<file path="src/rtl/stochastic_deserializer_mc_pkg.sv">
// Shared types for the stochastic-to-binary deserializer.
// Mode and FSM encodings plus the result-width helper.
package stoch_pkg;

    typedef enum logic {
        MODE_UNIPOLAR = 1'b0,
        MODE_BIPOLAR  = 1'b1
    } mode_e;

    typedef enum logic [1:0] {
        IDLE  = 2'd0,
        ACCUM = 2'd1,
        HOLD  = 2'd2
    } state_e;

    // Width that holds 2^L (unipolar) and -2^L..+2^L (bipolar).
    function automatic int res_width(input int len_log2);
        return len_log2 + 2;
    endfunction

endpackage

</file>
<file path="src/rtl/stochastic_deserializer_mc_if.sv">
// Window-control and result-handshake bundle of the deserializer.
// master: the deserializer; slave: the producer/consumer side.
interface stochastic_deserializer_mc_if
    import stoch_pkg::*;
#(
    parameter int CHANNELS = 4,
    parameter int LEN_LOG2 = 10
);
    localparam int RW = res_width(LEN_LOG2);

    logic                   start;
    logic                   bipolar;
    logic [CHANNELS-1:0]    ser_in;
    logic                   busy;
    logic [CHANNELS*RW-1:0] res;
    logic                   res_valid;
    logic                   res_ready;

    modport master (
        input  start,
        input  bipolar,
        input  ser_in,
        input  res_ready,
        output busy,
        output res,
        output res_valid
    );

    modport slave (
        output start,
        output bipolar,
        output ser_in,
        output res_ready,
        input  busy,
        input  res,
        input  res_valid
    );

endinterface

</file>
<file path="src/rtl/stochastic_deserializer_mc_ch_counter.sv">
// One channel: counts ones over the window and scales the total
// into a unipolar or bipolar result on the capture edge.
module stoch_ch_counter
    import stoch_pkg::*;
#(
    parameter  int LEN_LOG2 = 10,
    localparam int RW       = res_width(LEN_LOG2)
) (
    input  logic          clk,
    input  logic          rst_n,
    input  logic          clear,
    input  logic          en,
    input  logic          ser_bit,
    input  mode_e         mode,
    input  logic          capture,
    output logic [RW-1:0] res
);

    logic [LEN_LOG2:0] cnt_q;
    logic [LEN_LOG2:0] total;
    logic [RW-1:0]     uni;
    logic [RW-1:0]     bip;

    // The final sample is folded in here so capture sees the full count.
    assign total = cnt_q + {{LEN_LOG2{1'b0}}, ser_bit};
    assign uni   = {1'b0, total};
    assign bip   = {total, 1'b0} - (RW'(1) << LEN_LOG2);

    always_ff @(posedge clk or negedge rst_n) begin
        if (!rst_n) begin
            cnt_q <= '0;
            res   <= '0;
        end else begin
            if (clear) begin
                cnt_q <= '0;
            end else if (en) begin
                cnt_q <= total;
            end
            if (capture) begin
                res <= (mode == MODE_BIPOLAR) ? bip : uni;
            end
        end
    end

endmodule

</file>
<file path="src/rtl/stochastic_deserializer_mc.sv">
// Multi-channel stochastic-to-binary converter: window FSM,
// sample counter, mode register and result handshake.
module stochastic_deserializer_mc
    import stoch_pkg::*;
#(
    parameter int CHANNELS = 4,
    parameter int LEN_LOG2 = 10
) (
    input logic clk,
    input logic rst_n,
    stochastic_deserializer_mc_if.master bus
);

    localparam int RW = res_width(LEN_LOG2);

    state_e                 state_q;
    state_e                 state_d;
    logic [LEN_LOG2-1:0]    smp_q;
    mode_e                  mode_q;
    logic                   busy_q;
    logic                   valid_q;
    logic                   en;
    logic                   last_smp;
    logic                   capture;
    logic [CHANNELS*RW-1:0] res_w;

    assign last_smp = (smp_q == '1);
    assign en       = (state_q == ACCUM) && !bus.start;
    assign capture  = en && last_smp;

    always_comb begin
        state_d = state_q;
        unique case (state_q)
            IDLE:    state_d = IDLE;
            ACCUM:   if (last_smp) state_d = HOLD;
            HOLD:    if (bus.res_ready) state_d = IDLE;
            default: state_d = IDLE;
        endcase
        // A new window overrides both completion and acceptance.
        if (bus.start) begin
            state_d = ACCUM;
        end
    end

    always_ff @(posedge clk or negedge rst_n) begin
        if (!rst_n) begin
            state_q <= IDLE;
            busy_q  <= 1'b0;
            valid_q <= 1'b0;
        end else begin
            state_q <= state_d;
            busy_q  <= (state_d == ACCUM);
            valid_q <= (state_d == HOLD);
        end
    end

    always_ff @(posedge clk or negedge rst_n) begin
        if (!rst_n) begin
            smp_q  <= '0;
            mode_q <= MODE_UNIPOLAR;
        end else if (bus.start) begin
            smp_q  <= '0;
            mode_q <= mode_e'(bus.bipolar);
        end else if (en) begin
            smp_q  <= smp_q + LEN_LOG2'(1);
        end
    end

    for (genvar i = 0; i < CHANNELS; i++) begin : g_ch
        stoch_ch_counter #(
            .LEN_LOG2 (LEN_LOG2)
        ) u_cnt (
            .clk     (clk),
            .rst_n   (rst_n),
            .clear   (bus.start),
            .en      (en),
            .ser_bit (bus.ser_in[i]),
            .mode    (mode_q),
            .capture (capture),
            .res     (res_w[i*RW +: RW])
        );
    end

    assign bus.busy      = busy_q;
    assign bus.res_valid = valid_q;
    assign bus.res       = res_w;

endmodule
</file>
<file path="src/flat_wrapper.sv">
// flat-port wrapper written by rule: the top's interface ports become plain ports
module stochastic_deserializer_mc_flat import stoch_pkg::*;
#(
    parameter int CHANNELS = 4,
    parameter int LEN_LOG2 = 10
)
  (clk, rst_n, bus_start, bus_bipolar, bus_ser_in, bus_res_ready, bus_busy, bus_res, bus_res_valid);
  stochastic_deserializer_mc_if #(.CHANNELS(CHANNELS), .LEN_LOG2(LEN_LOG2)) bus_i ();
  input logic clk;
  input logic rst_n;
  input wire logic [$bits(bus_i.start)-1:0] bus_start;
  input wire logic [$bits(bus_i.bipolar)-1:0] bus_bipolar;
  input wire logic [$bits(bus_i.ser_in)-1:0] bus_ser_in;
  input wire logic [$bits(bus_i.res_ready)-1:0] bus_res_ready;
  output wire logic [$bits(bus_i.busy)-1:0] bus_busy;
  output wire logic [$bits(bus_i.res)-1:0] bus_res;
  output wire logic [$bits(bus_i.res_valid)-1:0] bus_res_valid;
  assign bus_i.start = bus_start;
  assign bus_i.bipolar = bus_bipolar;
  assign bus_i.ser_in = bus_ser_in;
  assign bus_i.res_ready = bus_res_ready;
  assign bus_busy = bus_i.busy;
  assign bus_res = bus_i.res;
  assign bus_res_valid = bus_i.res_valid;
  stochastic_deserializer_mc #(.CHANNELS(CHANNELS), .LEN_LOG2(LEN_LOG2)) u_core (.clk(clk), .rst_n(rst_n), .bus(bus_i));
endmodule
</file>
<file path="config.mk">
export PLATFORM = sky130hd
export DESIGN_NAME = stochastic_deserializer_mc_flat
export DESIGN_NICKNAME = d
export VERILOG_FILES = /design/src/rtl/stochastic_deserializer_mc_pkg.sv /design/src/rtl/stochastic_deserializer_mc_if.sv /design/src/rtl/stochastic_deserializer_mc_ch_counter.sv /design/src/rtl/stochastic_deserializer_mc.sv /design/src/flat_wrapper.sv
export SDC_FILE = /design/constraint.sdc
export NUM_CORES = 1
export LEC_CHECK = 0
export CAP_MARGIN = 20
export CORE_MARGIN = 2
export CORE_UTILIZATION = 30
export CTS_BUF_LIST = sky130_fd_sc_hd__clkbuf_16
export CTS_CLUSTER_DIAMETER = 200
export DETAILED_ROUTE_END_ITERATION = 7
export GPL_ROUTABILITY_DRIVEN = 0
export PLACE_DENSITY = 0.48
export SYNTH_ARGS = -nofsm -noshare
export SYNTH_HDL_FRONTEND = slang
export SYNTH_SLANG_ARGS = --single-unit
</file>
<file path="constraint.sdc">
create_clock -name clk -period 5 [get_ports clk]
set_input_delay 1.5 -clock clk [delete_from_list [all_inputs] [get_ports clk]]
set_output_delay 1.5 -clock clk [all_outputs]
set_load 0.01 [all_outputs]
</file>
==> key figures <==
STA
  • Max Clk Rate: 0.2885 GHz
  • Final period utilization: 69.33%
  • Max Slew Vio Count: 0
  • Final setup margin: 1.534 ns
  • Slew margin rel.: 33.48%
  • Final Setup Violations: 0
  • Endpoints failing hold: 0
  • TNS Setup: 0 ns
  • Min Clock Period, post-route: 3.466 ns
  • Slew @ Worst Pin: 0.9978 ns
  • RSZ-0062 raised after global routing: no
  • Hold WS: 0.5007 ns
  • Clk_skew: 0.008212 ns

Worst setup path
  • Worst-path maximum fanout: 9
  • WP depth: 7
  • Max incr delay on CP: 0.52 ns
  • CP bufs+invs: 2
  • Max stage delay cell, worst path: nor4_1
  • Crit Path Category: in -> reg
  • Top Family by Delay on Critical Path: buffers and inverters
  • Worst path most repeated cell: ha_1
  • Data arrival, critical path: 3.71 ns
  • Startpoint Class: primary input
  • Crit path required time: 5.24 ns
  • Reg2reg path depth: 7
  • Critical path endpoint category: flip-flop
  • Worst path cell trace: clkdlybuf4s50_1, ha_1, ha_1, clkinv_1, nor4_1, o211ai_1, a32o_1

Routing
  • Met3 wire len: 343 um
  • Total vias in the final route: 4791
  • Pre-antenna DRT Iters: 4
  • Wl on met1: 7308 um
  • Post-Route WL: 15010 um
  • Detailed-route DRC error count: 0
  • Via/cell ratio: 5.202
  • DR iter-0 viols: 398
  • Post-route ant nets: 0
  • Uppermost layer routed: met4
  • DR WL met2: 7132 um
  • WL per Instance: 16.29 um

Cells and area
  • Most frequent cells in the layout: 107 x dfrtp_1, 56 x clkdlybuf4s50_1, 50 x o21ai_0
  • Core Util, Final: 36.13%
  • Commonest non-fill, non-tap cell in the layout: dfrtp_1
  • Share of cells above drive strength 1: 6.555%
  • Area Growth Syn to Fin: 18.26%
  • Fin nets: 671
  • Final non-filler cell total: 921
  • Filler Cell Count: 1987
  • Antenna diodes: 0

CTS
  • Clock Sinks: 107
  • CTS tree: yes
  • CTS resizes: 0
  • Root Buffer: clkbuf_16
  • Clock Tree Buf Depth: 2
  • Clock-pin slew on the worst setup and hold paths: 0.07 ns
  • CTS hold repair buffers: 0
  • H-tree depth: 3
  • Number of buffers created by CTS: 9
  • Setup Buffers After CTS: 0
  • Clock latency on the worst-skew pair: 0.36 ns

Worst hold path
  • Hold Path Class: reg -> reg
  • Hold path cells: 1

Die
  • Die Width: 144.6 um
  • Core ar.: 0.01940 mm^2
  • Die height: 144.6 um
  • Rows: 51
  • Starting Density: 30.55%
  • Die ar.: 0.02090 mm^2
  • Top-level port count: 59

Synthesis
  • Distinct cells, synth: 54
  • Post-Syn Nets: 641
  • Sequential share of the synthesized area: 45.18%
  • Cells after Synth: 621
  • Synth Flop Type: dfrtp_1
  • #FFs+latches synth: 107
  • Post-synth EDFFs: 0
  • Synthesized area: 0.005927 mm^2
  • Yosys warnings: 0
  • FFs w/ async S/R, synth: 100.0%
  • Syn_area_per_cell: 9.544 um^2

Power and ir drop
  • Power Density: 259.7 mW/mm^2
  • Max IR drop VDD: 0.1331 mV
  • Pleak: 2.844 nW

Placement
  • DP Wirelength: 9718 um
  • Setup WS pre-CTS: 1.201 ns
  • I/O Buffers: 58
  • Cells after DPL: 905

GRT
  • Largest net degree at the start of global routing: 93
  • First-pass GRT wire length: 25010 um
  • Initial antenna violation count: 0
  • Total GRT Usage: 15.38%
  • Total congestion overflow: 0
  • Number of global-route vias before repair: 4797

Job
  • Max Cap Viol: 0

Outcome
  • Status: completed
## through the flow
stage               area (um^2)  total power, mW
CTS                        7009            1.845
floorplan                  5927            1.001
global route               7009            1.901
finish                     7009            1.821
global placement           6694            1.062
detailed placement         6694            1.063
## metal layers
| metal | track usage, % | vias up |
|---|---|---|
| met5 | 0 | - |
| met4 | 5.212 | 0 |
| met3 | 1.854 | 13 |
| met2 | 25.47 | 68 |
| met1 | 20.87 | 2371 |
| li1 | - | 2339 |
## flip-flops by register name, summed over array words and instances (netlist names)
name	count
u_core.g_ch.u_cnt.res	48
u_core.state_q	2
u_core.g_ch.u_cnt.cnt_q	44
u_core.smp_q	10
u_core.mode_q	1
u_core.bus.res_valid	1
u_core.bus.busy	1
## where the power goes
group	total, mW	switching (mW)	internal, mW
logic	0.158	0.105	0.0527
registers	0.885	0.00927	0.876
clock network	0.778	0.340	0.438
total	1.82	0.454	1.37
## worst register-to-register path: stages, from the launching register on
cell     delay [ns]
dfrtp_1        0.41
inv_1          0.07
ha_1           0.17
inv_2          0.15
nor4_4         0.62
nand2_1        0.60
buf_4          0.42
o41ai_1        0.38
## synth_stat cells (all sizes together), types with 6 or more instances
master | count | area (um^2)
dfrtp | 107 | 2678
o21ai | 58 | 290.3
nor2 | 50 | 204.0
nor3 | 48 | 240.2
clkbuf | 30 | 113.9
nand2 | 28 | 105.1
xor2 | 27 | 236.5
xnor2 | 26 | 227.7
o31ai | 23 | 172.7
nor4 | 22 | 152.7
mux2i | 21 | 210.2
nand3 | 21 | 105.1
nand4 | 19 | 155.2
buf | 17 | 85.08
inv | 13 | 48.79
a21oi | 11 | 55.05
ha | 11 | 137.6
mux2 | 8 | 90.09
o31a | 8 | 70.07
or3 | 8 | 50.05
and3 | 6 | 37.54
and4 | 6 | 52.55
o21a | 6 | 45.04
## final timing paths
| check | start | end | slack, ns |
|---|---|---|---|
| worst max-delay path | bus_ser_in[0] | u_core.g_ch[0].u_cnt.res[11]$_DFFE_PN0P_ | 1.53 |
| worst min-delay path | u_core.g_ch[1].u_cnt.res[7]$_DFFE_PN0P_ | u_core.g_ch[1].u_cnt.res[7]$_DFFE_PN0P_ | 0.50 |
| worst max register to register | u_core.state_q[1]$_DFF_PN0_ | u_core.g_ch[2].u_cnt.res[11]$_DFFE_PN0P_ | 2.07 |
| worst min register to register | u_core.g_ch[1].u_cnt.res[7]$_DFFE_PN0P_ | u_core.g_ch[1].u_cnt.res[7]$_DFFE_PN0P_ | 0.50 |
| max in group asynchronous | rst_n | u_core.g_ch[1].u_cnt.res[4]$_DFFE_PN0P_ | 2.95 |
| min in group asynchronous | rst_n | u_core.bus.res_valid$_DFF_PN0_ | 1.18 |
## cells by family (layout without fill, tap and decap cells)
kind of cell / count (synthesis) / count (layout) / share of synthesized area [%]
simple gates: 221 / 221 / 20.22
compound gates: 136 / 136 / 14.95
flops: 107 / 107 / 45.18
buf+inv: 64 / 99 / 4.433
xor+xnor: 53 / 53 / 7.832
mux: 29 / 29 / 5.067
fa+ha+maj: 11 / 11 / 2.322
## area by class of cell
class,count,area [um^2],share of cell area [%]
multi-input combinational,450,2988,42.63
sequential,107,2678,38.20
timing repair buffer,66,633.1,9.032
tap,265,331.6,4.730
clock buffer,9,225.2,3.213
clock inverter,7,90.09,1.285
inverter,17,63.81,0.9104
Power figures use the tool's default switching activity.
